[config.mk]
export PLATFORM = sky130hd
export DESIGN_NAME = seven_seg_capture
export DESIGN_NICKNAME = d
export VERILOG_FILES = /design/src/rtl/seven_seg_capture_pkg.sv /design/src/rtl/seg_pattern_decode.sv /design/src/rtl/seven_seg_capture.sv
export SDC_FILE = /design/constraint.sdc
export NUM_CORES = 1
export LEC_CHECK = 0
export CAP_MARGIN = 20
export CORE_MARGIN = 2
export CORE_UTILIZATION = 60
export CTS_CLUSTER_DIAMETER = 50
export DETAILED_ROUTE_END_ITERATION = 10
export HOLD_SLACK_MARGIN = 0.1
export PLACE_DENSITY = 0.83
export SYNTH_ARGS = -nofsm -noshare
export SYNTH_HDL_FRONTEND = slang
export SYNTH_HIERARCHICAL = 1
export SYNTH_SLANG_ARGS = --single-unit
[constraint.sdc]
create_clock -name clk -period 4.3 [get_ports clk]
set_input_delay 0.645 -clock clk [delete_from_list [all_inputs] [get_ports clk]]
set_output_delay 0.645 -clock clk [all_outputs]
set_load 0.01 [all_outputs]
[src/rtl/seven_seg_capture_pkg.sv]
// Shared constants, FSM state type and anode helpers for the seven-segment capture block.
package seven_seg_capture_pkg;

   // Active-high segment patterns, bit order {g,f,e,d,c,b,a}
   localparam logic [6:0] SegPat0     = 7'h3F;
   localparam logic [6:0] SegPat1     = 7'h06;
   localparam logic [6:0] SegPat2     = 7'h5B;
   localparam logic [6:0] SegPat3     = 7'h4F;
   localparam logic [6:0] SegPat4     = 7'h66;
   localparam logic [6:0] SegPat5     = 7'h6D;
   localparam logic [6:0] SegPat6     = 7'h7D;
   localparam logic [6:0] SegPat7     = 7'h07;
   localparam logic [6:0] SegPat8     = 7'h7F;
   localparam logic [6:0] SegPat9     = 7'h6F;
   localparam logic [6:0] SegPatBlank = 7'h00;

   localparam logic [3:0] NibBlank = 4'hA;
   localparam logic [3:0] NibErr   = 4'hF;

   typedef enum logic [1:0] {StIdle, StSettle, StHeld} state_e;

   function automatic logic is_onehot4(input logic [3:0] v);
      return (v != 4'd0) && ((v & (v - 4'd1)) == 4'd0);
   endfunction

   function automatic logic [1:0] onehot_idx(input logic [3:0] v);
      logic [1:0] idx;
      idx = 2'd0;
      for (int i = 0; i < 4; i++) begin
         if (v[i]) idx = 2'(i);
      end
      return idx;
   endfunction

endpackage

[src/rtl/seg_pattern_decode.sv]
// Combinational decode of an active-high segment pattern to a BCD nibble (blank = 0xA, bad = 0xF).
module seg_pattern_decode
   import seven_seg_capture_pkg::*;
(
   input  logic [6:0] seg_i,
   output logic [3:0] nib_o
);

   always_comb begin
      nib_o = NibErr;
      case (seg_i)
         SegPat0:     nib_o = 4'd0;
         SegPat1:     nib_o = 4'd1;
         SegPat2:     nib_o = 4'd2;
         SegPat3:     nib_o = 4'd3;
         SegPat4:     nib_o = 4'd4;
         SegPat5:     nib_o = 4'd5;
         SegPat6:     nib_o = 4'd6;
         SegPat7:     nib_o = 4'd7;
         SegPat8:     nib_o = 4'd8;
         SegPat9:     nib_o = 4'd9;
         SegPatBlank: nib_o = NibBlank;
         default:     nib_o = NibErr;
      endcase
   end

endmodule

[src/rtl/seven_seg_capture.sv]
// Captures a multiplexed 4-digit seven-segment display into BCD frames.
// Define SEVEN_SEG_CAPTURE_ERR_EN to enable the sticky pattern_err flag.
module seven_seg_capture
   import seven_seg_capture_pkg::*;
#(
   parameter int unsigned STABLE_CYCLES  = 4,
   parameter bit          AN_ACTIVE_LOW  = 1'b1,
   parameter bit          SEG_ACTIVE_LOW = 1'b1
) (
   input  logic        clk,
   input  logic        rst,
   input  logic [6:0]  seg_in,
   input  logic        dp_in,
   input  logic [3:0]  an_in,
   output logic [15:0] bcd,
   output logic [3:0]  dp_mask,
   output logic        frame_valid,
   output logic        pattern_err
);

   localparam int unsigned     CntW   = $clog2(STABLE_CYCLES + 1);
   localparam logic [CntW-1:0] CntMax = CntW'(STABLE_CYCLES);

   logic [6:0]      seg_s1_q, seg_s2_q;
   logic            dp_s1_q, dp_s2_q;
   logic [3:0]      an_s1_q, an_s2_q;
   state_e          state_q, state_d;
   logic [CntW-1:0] cnt_q, cnt_d;
   logic [CntW:0]   cnt_inc;
   logic [11:0]     rec_q, rec_d;
   logic [15:0]     shadow_q, shadow_d;
   logic [3:0]      dps_q, dps_d;
   logic [3:0]      captured_q, captured_d;
   logic [15:0]     bcd_q, bcd_d;
   logic [3:0]      dpm_q, dpm_d;
   logic            fv_q, fv_d;

   logic [3:0]  an_n;
   logic [6:0]  seg_n;
   logic        dp_n;
   logic [11:0] sample;
   logic        sel, restart, accept;
   logic [1:0]  slot;
   logic [3:0]  nib;

   assign an_n    = AN_ACTIVE_LOW  ? ~an_s2_q  : an_s2_q;
   assign seg_n   = SEG_ACTIVE_LOW ? ~seg_s2_q : seg_s2_q;
   assign dp_n    = SEG_ACTIVE_LOW ? ~dp_s2_q  : dp_s2_q;
   assign sample  = {an_n, seg_n, dp_n};
   assign sel     = is_onehot4(an_n);
   assign slot    = onehot_idx(an_n);
   assign cnt_inc = {1'b0, cnt_q} + {{CntW{1'b0}}, 1'b1};

   seg_pattern_decode u_decode (
      .seg_i (seg_n),
      .nib_o (nib)
   );

   always_comb begin
      state_d = state_q;
      cnt_d   = cnt_q;
      rec_d   = rec_q;
      restart = 1'b0;
      accept  = 1'b0;
      case (state_q)
         StIdle: restart = sel;
         StSettle: begin
            if (sample == rec_q) begin
               if (cnt_q != CntMax) cnt_d = cnt_inc[CntW-1:0];
               if (cnt_inc >= {1'b0, CntMax}) begin
                  accept  = 1'b1;
                  state_d = StHeld;
               end
            end else if (sel) begin
               restart = 1'b1;
            end else begin
               state_d = StIdle;
            end
         end
         StHeld: begin
            if (sample != rec_q) begin
               if (sel) restart = 1'b1;
               else     state_d = StIdle;
            end
         end
         default: state_d = StIdle;
      endcase
      // A new select sample counts as the first of its run
      if (restart) begin
         cnt_d = CntW'(1);
         rec_d = sample;
         if (STABLE_CYCLES == 1) begin
            accept  = 1'b1;
            state_d = StHeld;
         end else begin
            state_d = StSettle;
         end
      end
   end

   always_comb begin
      shadow_d   = shadow_q;
      dps_d      = dps_q;
      captured_d = captured_q;
      bcd_d      = bcd_q;
      dpm_d      = dpm_q;
      fv_d       = 1'b0;
      if (captured_q == 4'b1111) begin
         bcd_d      = shadow_q;
         dpm_d      = dps_q;
         fv_d       = 1'b1;
         captured_d = 4'b0000;
      end
      // Applied after the copy so a same-cycle accept seeds the next frame
      if (accept) begin
         shadow_d[{slot, 2'b00} +: 4] = nib;
         dps_d[slot]                  = dp_n;
         captured_d[slot]             = 1'b1;
      end
   end

   always_ff @(posedge clk or posedge rst) begin
      if (rst) begin
         seg_s1_q   <= '0;
         seg_s2_q   <= '0;
         dp_s1_q    <= 1'b0;
         dp_s2_q    <= 1'b0;
         an_s1_q    <= '0;
         an_s2_q    <= '0;
         state_q    <= StIdle;
         cnt_q      <= '0;
         rec_q      <= '0;
         shadow_q   <= '0;
         dps_q      <= '0;
         captured_q <= '0;
         bcd_q      <= '0;
         dpm_q      <= '0;
         fv_q       <= 1'b0;
      end else begin
         seg_s1_q   <= seg_in;
         seg_s2_q   <= seg_s1_q;
         dp_s1_q    <= dp_in;
         dp_s2_q    <= dp_s1_q;
         an_s1_q    <= an_in;
         an_s2_q    <= an_s1_q;
         state_q    <= state_d;
         cnt_q      <= cnt_d;
         rec_q      <= rec_d;
         shadow_q   <= shadow_d;
         dps_q      <= dps_d;
         captured_q <= captured_d;
         bcd_q      <= bcd_d;
         dpm_q      <= dpm_d;
         fv_q       <= fv_d;
      end
   end

   assign bcd         = bcd_q;
   assign dp_mask     = dpm_q;
   assign frame_valid = fv_q;

`ifdef SEVEN_SEG_CAPTURE_ERR_EN
   logic err_q;

   always_ff @(posedge clk or posedge rst) begin
      if (rst) err_q <= 1'b0;
      else if (accept && (nib == NibErr)) err_q <= 1'b1;
   end

   assign pattern_err = err_q;
`else
   assign pattern_err = 1'b0;
`endif

endmodule

==> metrics.txt, run 1 <==
final setup fails=0; starting DRC count in detailed routing=~190; deepest clock path buffer count=2; area grow syn2layout=16.4%; CP Data Arrival Time=between 2000 and 3000 ps; critical path depth=7; most common cell type on the critical path=sky130_fd_sc_hd__inv_1; net switching power of the design=~500 µW; kind of end point of the critical path=flip-flop; Crit path max-delay family=compound AO/OA/AOI/OAI gates; Leakage=0.00214 µW; total of flip-flops plus latches after synthesis=86; total track usage=between 20% and 30%; number of antenna cells inserted=0; fillcell total=around 440; count of pins over their slew limit=0; maximum operating frequency=roughly 0.41 GHz; average via count per standard cell=between 5 and 6; pin count of the biggest net entering global routing=between 50 and 60; number of buffers and inverters on the critical path=2; Yosys cell types=47; worst max-slew margin expressed relative to the limit=between 40% and 50%; met3 Track Usage GR=4.95%; total internal power=1380 µW; count of boundary I/O pins=36; Overflow after GRT=0; RePlAce Congestion=0.833; critical path's largest stage delay=about 590 ps; total number of clock tree sinks=between 80 and 90; Tightest Hold Check Type=flip-flop to flip-flop; via count of the first global-routing pass=about 2600; sequential share of the synthesized area=a little under three fifths; fraction of power spent switching nets=roughly a quarter; Mapped Avg Cell Area=about 10 µm²; share of the clock period used by the worst path=approximately 57%; cell count of the worst reg-to-reg path=7; total wire length=between 6000 and 7000 µm; portion of total power attributed to combinational logic=around 14%; type of element launching the critical path=flip-flop; wire length of the first global-routing pass=about 12000 µm; nets in the synthesized netlist=~400; Total Nets Final=around 430; antenna violations before repair=0; top-count cell post-synth=sky130_fd_sc_hd__nand2_1; number of buffers added for setup after CTS=0; detailed-placement wirelength estimate=between 4000 and 5000 µm; insertion delay to the later sink of the worst-skew pair=approximately 360 ps; setup TNS=0 ps; post-cts gate resize count=0; clock tree root buffer cell=sky130_fd_sc_hd__clkbuf_8; Setup CP Type=flip-flop to flip-flop; final worst path period need=roughly 2500 ps; Yosys top cell area share=56.1%; effective utilization at floorplan=just over 60%; share of layout cells above drive strength 1=9.02%; total of max-cap violations=0; Clk network pwr share=36.4%; die width=between 80 and 90 µm; residual antenna-violating net count after detailed routing=0; M1 GR Usage=between 20% and 30%; cts hold-fix bufs=0; total core area=between 6000 and 7000 µm²; number of flops mapped to enable cells by yosys=0; worst supply voltage drop on vdd=0.342 mV; worst slack at placement=approximately 1900 ps; router iterations before antenna repair=4; met2 usage in global routing=35.3%; input/output buffers=34; most common flop cell mapped by yosys=sky130_fd_sc_hd__dfrtp_1; slew of the pin with the lowest slew margin=slightly above 800 ps; Worst-path clk slew=around 80 ps; area of the mapped netlist=about 3800 µm²; post-route clock skew=between 9 and 10 ps; CTS H-tree depth=3; share of total power in sequential cells=between 40% and 50%; Slowest cell on crit path=sky130_fd_sc_hd__o21ai_0; power density relative to cell area=~420 nW/µm²; gr busiest metal=met2; cell types with the largest area share after synthesis=sky130_fd_sc_hd__dfrtp_1 56%, sky130_fd_sc_hd__nand2_1 8.6%, sky130_fd_sc_hd__mux2i_1 5.2%; Synth Instances=approximately 370; Worst EP required=around 4600 ps; leading area contributor after synthesis=sky130_fd_sc_hd__dfrtp_1; Num CTS Buffers=9; clock tree from TritonCTS=built; async set-or-reset flop fraction in the synthesized netlist=100%; count of cells along the worst hold path=0; RSZ-0062 raised after global routing=no; worst-path cell chain=inv_1, o21ai_0, inv_1, ha_1, nor3_1, nand2_1, mux2i_1; Hold Fails Final Rpt=0; vias after detailed routing=~2600; number of warnings issued by yosys=6; row count=29; residual DRC count=0; area enclosed by the die boundary=a little over 7000 µm²; top cells by instance count after synthesis=88 x sky130_fd_sc_hd__nand2_1, 86 x sky130_fd_sc_hd__dfrtp_1, 40 x sky130_fd_sc_hd__inv_1; largest fanout of any net on the critical path=7; final worst slack=1850 ps; mean routed wirelength per cell=14.0 µm; outcome=finished, final reports clean; y dimension of the die=around 84 µm
## cell usage in the layout (no fill, tap or decap), types with 7 or more instances in the layout
cell type / n
sky130_fd_sc_hd__o21ai_0: 11
sky130_fd_sc_hd__clkbuf_8: 10
sky130_fd_sc_hd__dfrtp_1: 86
sky130_fd_sc_hd__clkdlybuf4s50_1: 34
sky130_fd_sc_hd__nand4_1: 7
sky130_fd_sc_hd__mux2i_1: 20
sky130_fd_sc_hd__inv_1: 39
sky130_fd_sc_hd__nand2_1: 88
sky130_fd_sc_hd__o21ai_2: 9
sky130_fd_sc_hd__xor2_1: 13
sky130_fd_sc_hd__nand3_1: 8
sky130_fd_sc_hd__ha_1: 14
## power by group through the flow
stage | Combinational, µW | Sequential (µW) | Clock, µW
6_report | 270 | 928 | 686
5_1_grt | 310 | 936 | 728
4_1_cts | 272 | 928 | 693
3_5_place_dp | 268 | 943 | 0
3_3_place_gp | 258 | 937 | 0
2_1_floorplan | 216 | 932 | 0
## sequential cells by signal (all words and copies together), names as in the netlist
name,flops
shadow_q,16
seg_s2_q,7
dps_q,4
bcd,16
captured_q,4
dp_s1_q,1
an_s1_q,4
frame_valid,1
cnt_q,3
state_q,2
dp_mask,4
an_s2_q,4
seg_s1_q,7
dp_s2_q,1
rec_q,12
## path summary, 6_finish.rpt
check / from / end / slack, ps
setup / recovery: an_s2_q[2] / shadow_q[15] / 1850
hold / removal: seg_s1_q[5] / seg_s2_q[5] / 350
setup reg to reg: an_s2_q[2] / shadow_q[15] / 1850
hold reg to reg: seg_s1_q[5] / seg_s2_q[5] / 350
max in group asynchronous: rst / bcd[1] / 2620
min in group asynchronous: rst / seg_s2_q[0] / 730
## final cells by class
class	instances	area [µm²]	share of cell area, %
clock buffers	10	138	3.08
well taps	77	96.3	2.16
inverters	40	151	3.39
repair buffers	36	355	7.96
flip-flops and latches	86	2150	48.2
clock inverters	6	109	2.44
multi-input cells	232	1460	32.8
## per-layer routing
layer	up-vias	routed length, µm
met4	0	184
li1	1273	-
met5	-	0
met1	1227	3000
met3	20	234
met2	50	3390
## through the flow
| step | std cells | total power (µW) | utilization, % | hold WS [ps] | instance area (µm²) |
|---|---|---|---|---|---|
| finish | 487 | 1880 | 71.1 | 354 | 4470 |
| global route | 487 | 1970 | 71.1 | 360 | 4470 |
| CTS | 487 | 1890 | 71.1 | 354 | 4470 |
| detailed placement | 471 | 1210 | 67.2 | 336 | 4220 |
| global placement | 471 | 1200 | 67.2 | 331 | 4220 |
| floorplan | 371 | 1150 | - | 331 | 3840 |
## cell families after synthesis
logic type,synth area share (%)
xor gates and xnor gates,3.42
adders and majority gates,4.56
muxes,5.51
buffers and inverters,5.77
AOI/OAI and AO/OA,8.02
and+or+nand+nor,16.5
other,0.0977
DFF,56.1
(Power assumes the default switching activity.)
==> run 2, diff against run 1 <==
--- a/config.mk
+++ b/config.mk
@@ -7,11 +7,11 @@
 export LEC_CHECK = 0
 export CAP_MARGIN = 20
 export CORE_MARGIN = 2
-export CORE_UTILIZATION = 60
+export CORE_UTILIZATION = 51
 export CTS_CLUSTER_DIAMETER = 50
 export DETAILED_ROUTE_END_ITERATION = 10
 export HOLD_SLACK_MARGIN = 0.1
-export PLACE_DENSITY = 0.83
+export PLACE_DENSITY = 0.75
 export SYNTH_ARGS = -nofsm -noshare
 export SYNTH_HDL_FRONTEND = slang
 export SYNTH_HIERARCHICAL = 1
==> constraint.sdc (replaced) <==
create_clock -name clk -period 2.2 [get_ports clk]
set_input_delay 0.33 -clock clk [delete_from_list [all_inputs] [get_ports clk]]
set_output_delay 0.33 -clock clk [all_outputs]
set_load 0.01 [all_outputs]
==> metrics.txt, run 2 (synthesis results as in run 1) <==
outcome=finished, final reports clean; type of element launching the critical path=flip-flop; power density relative to cell area=747 nW/µm²; top library cells by usage in the layout, fill and taps aside=88 x sky130_fd_sc_hd__nand2_1, 86 x sky130_fd_sc_hd__dfrtp_1, 39 x sky130_fd_sc_hd__inv_1; post-layout instance area=around 4500 µm²; die width=approximately 91 µm; router iterations before antenna repair=4; kind of end point of the critical path=flip-flop; total of max-cap violations=0; post-route clock skew=approximately 9.5 ps; worst slack at placement=~150 ps; CTS H-tree depth=3; mean routed wirelength per cell=approximately 13 µm; residual antenna-violating net count after detailed routing=0; number of buffers added for setup after CTS=0; fraction of power spent switching nets=~30%; vias after detailed routing=approximately 2600; pin count of the biggest net entering global routing=between 80 and 90; RePlAce Congestion=0.836; antenna violations before repair=0; cell area reported after detailed placement=between 4000 and 5000 µm²; count of boundary I/O pins=36; Hold Fails Final Rpt=0; wire length of the first global-routing pass=11800 µm; most common library cell in the layout ignoring fill and taps=sky130_fd_sc_hd__nand2_1; Worst EP required=about 2500 ps; clock tree root buffer cell=sky130_fd_sc_hd__clkbuf_8; maximum operating frequency=around 0.5 GHz; number of antenna cells inserted=0; detailed-placement wirelength estimate=between 4000 and 5000 µm; Tightest Hold Check Type=flip-flop to flip-flop; total wire length=around 6600 µm; final worst slack=161 ps; net switching power of the design=roughly 1000 µW; row count=31; total track usage=between 10% and 20%; via count of the first global-routing pass=2605; Setup CP Type=flip-flop to flip-flop; Worst-path clk slew=roughly 90 ps; total number of clock tree sinks=86; worst supply voltage drop on vdd=~0.42 mV; Clk network pwr share=between 30% and 40%; fillcell total=630; area enclosed by the die boundary=between 8000 and 9000 µm²; residual DRC count=0; clock tree from TritonCTS=built; area grow syn2layout=17.5%; average via count per standard cell=between 5 and 6; largest fanout of any net on the critical path=30; total internal power=approximately 2400 µW; flip-flop and latch area=2150 µm²; deepest clock path buffer count=2; input/output buffers=34; share of the clock period used by the worst path=just over 90%; Leakage=approximately 0.0021 µW; count of pins over their slew limit=0; Total Nets Final=between 400 and 500; share of total power in sequential cells=between 50% and 60%; CP Data Arrival Time=2290 ps; final worst path period need=between 2000 and 2500 ps; RSZ-0062 raised after global routing=yes; portion of total power attributed to combinational logic=around 16%; final setup fails=0; share of layout cells above drive strength 1=roughly 11%; Overflow after GRT=0; effective utilization at floorplan=a little over half; post-route core utilization=between 60% and 70%; area of the multi-input gates=about 1500 µm²; hold slack final=roughly 350 ps; starting DRC count in detailed routing=~130; total core area=about 7300 µm²; insertion delay to the later sink of the worst-skew pair=around 370 ps; Num CTS Buffers=9; y dimension of the die=just over 90 µm
run 2: cell types whose count changed in the layout (fill, tap and decap cells not counted):
cell,change
sky130_fd_sc_hd__buf_4,+7
sky130_fd_sc_hd__bufinv_16,-3
sky130_fd_sc_hd__clkinvlp_4,+3
sky130_fd_sc_hd__clkinv_2,-2
sky130_fd_sc_hd__inv_6,+2
sky130_fd_sc_hd__buf_12,+1
sky130_fd_sc_hd__clkbuf_8,-1
sky130_fd_sc_hd__inv_8,+1
sky130_fd_sc_hd__nor3_1,-1
sky130_fd_sc_hd__nor3_2,+1
run 2: layout make-up:
| class | instances | area share, % |
|---|---|---|
| clock buffers | 9 | 2.75 |
| clock inverters | 7 | 1.28 |
| inverters | 40 | 3.41 |
| multi-input cells | 232 | 32.6 |
| flip-flops and latches | 86 | 47.7 |
| well taps | 99 | 2.75 |
| repair buffers | 44 | 9.49 |
run 2: worst paths after layout:
path,to,from,cells after the start,slack (ps)
setup / recovery,state_q[1],an_s2_q[2],6,160
hold / removal,seg_s2_q[2],seg_s1_q[2],0,350
max in group asynchronous,rec_q[9],rst,3,1430
setup reg to reg,state_q[1],an_s2_q[2],6,160
min in group asynchronous,captured_q[1],rst,3,410
hold reg to reg,seg_s2_q[2],seg_s1_q[2],0,350
run 2: critical path, cell delays in order (launching register included):
cell and delay [ps]:
sky130_fd_sc_hd__dfrtp_1 460, sky130_fd_sc_hd__xnor2_1 170, sky130_fd_sc_hd__a211oi_2 210, sky130_fd_sc_hd__a31oi_1 100, sky130_fd_sc_hd__or4_4 750, sky130_fd_sc_hd__a2bb2oi_2 170, sky130_fd_sc_hd__o21ai_1 70
run 2: repair_timing:
item	CTS	global route
gates resized for setup	0	1
hold buffers	0	0
endpoints found under the setup margin	0	3
run 2: stage by stage:
step	cells	setup TNS [ps]	power, µW
2_1_floorplan	371	0	2240
3_3_place_gp	501	0	2340
3_5_place_dp	501	0	2370
4_1_cts	517	0	3420
5_1_grt	517	-22.4	3550
6_report	517	0	3370
run 2: power by group through the flow:
stage / sequential [µW] / clock (µW) / combinational, µW
finish: 1810 / 1030 / 524
global route: 1830 / 1130 / 596
CTS: 1810 / 1070 / 531
detailed placement: 1840 / 0 / 528
global placement: 1840 / 0 / 504
floorplan: 1820 / 0 / 422
run 2: per-layer routing:
| metal | up-vias | GRT usage, % | wire, µm |
|---|---|---|---|
| li1 | 1292 | - | - |
| met5 | - | 0 | 0 |
| met1 | 1244 | 22.7 | 3040 |
| met3 | 13 | 3.34 | 200 |
| met2 | 47 | 29.5 | 3240 |
| met4 | 0 | 9.23 | 151 |
==> run 3, diff against run 2 <==
--- a/config.mk
+++ b/config.mk
@@ -12,6 +12,7 @@
 export DETAILED_ROUTE_END_ITERATION = 10
 export HOLD_SLACK_MARGIN = 0.1
 export PLACE_DENSITY = 0.75
+export SKIP_CTS_REPAIR_TIMING = 1
 export SYNTH_ARGS = -nofsm -noshare
 export SYNTH_HDL_FRONTEND = slang
 export SYNTH_HIERARCHICAL = 1
==> results of run 3 <==
Same layout as run 2: the final DEF is identical, and so are final timing and power.
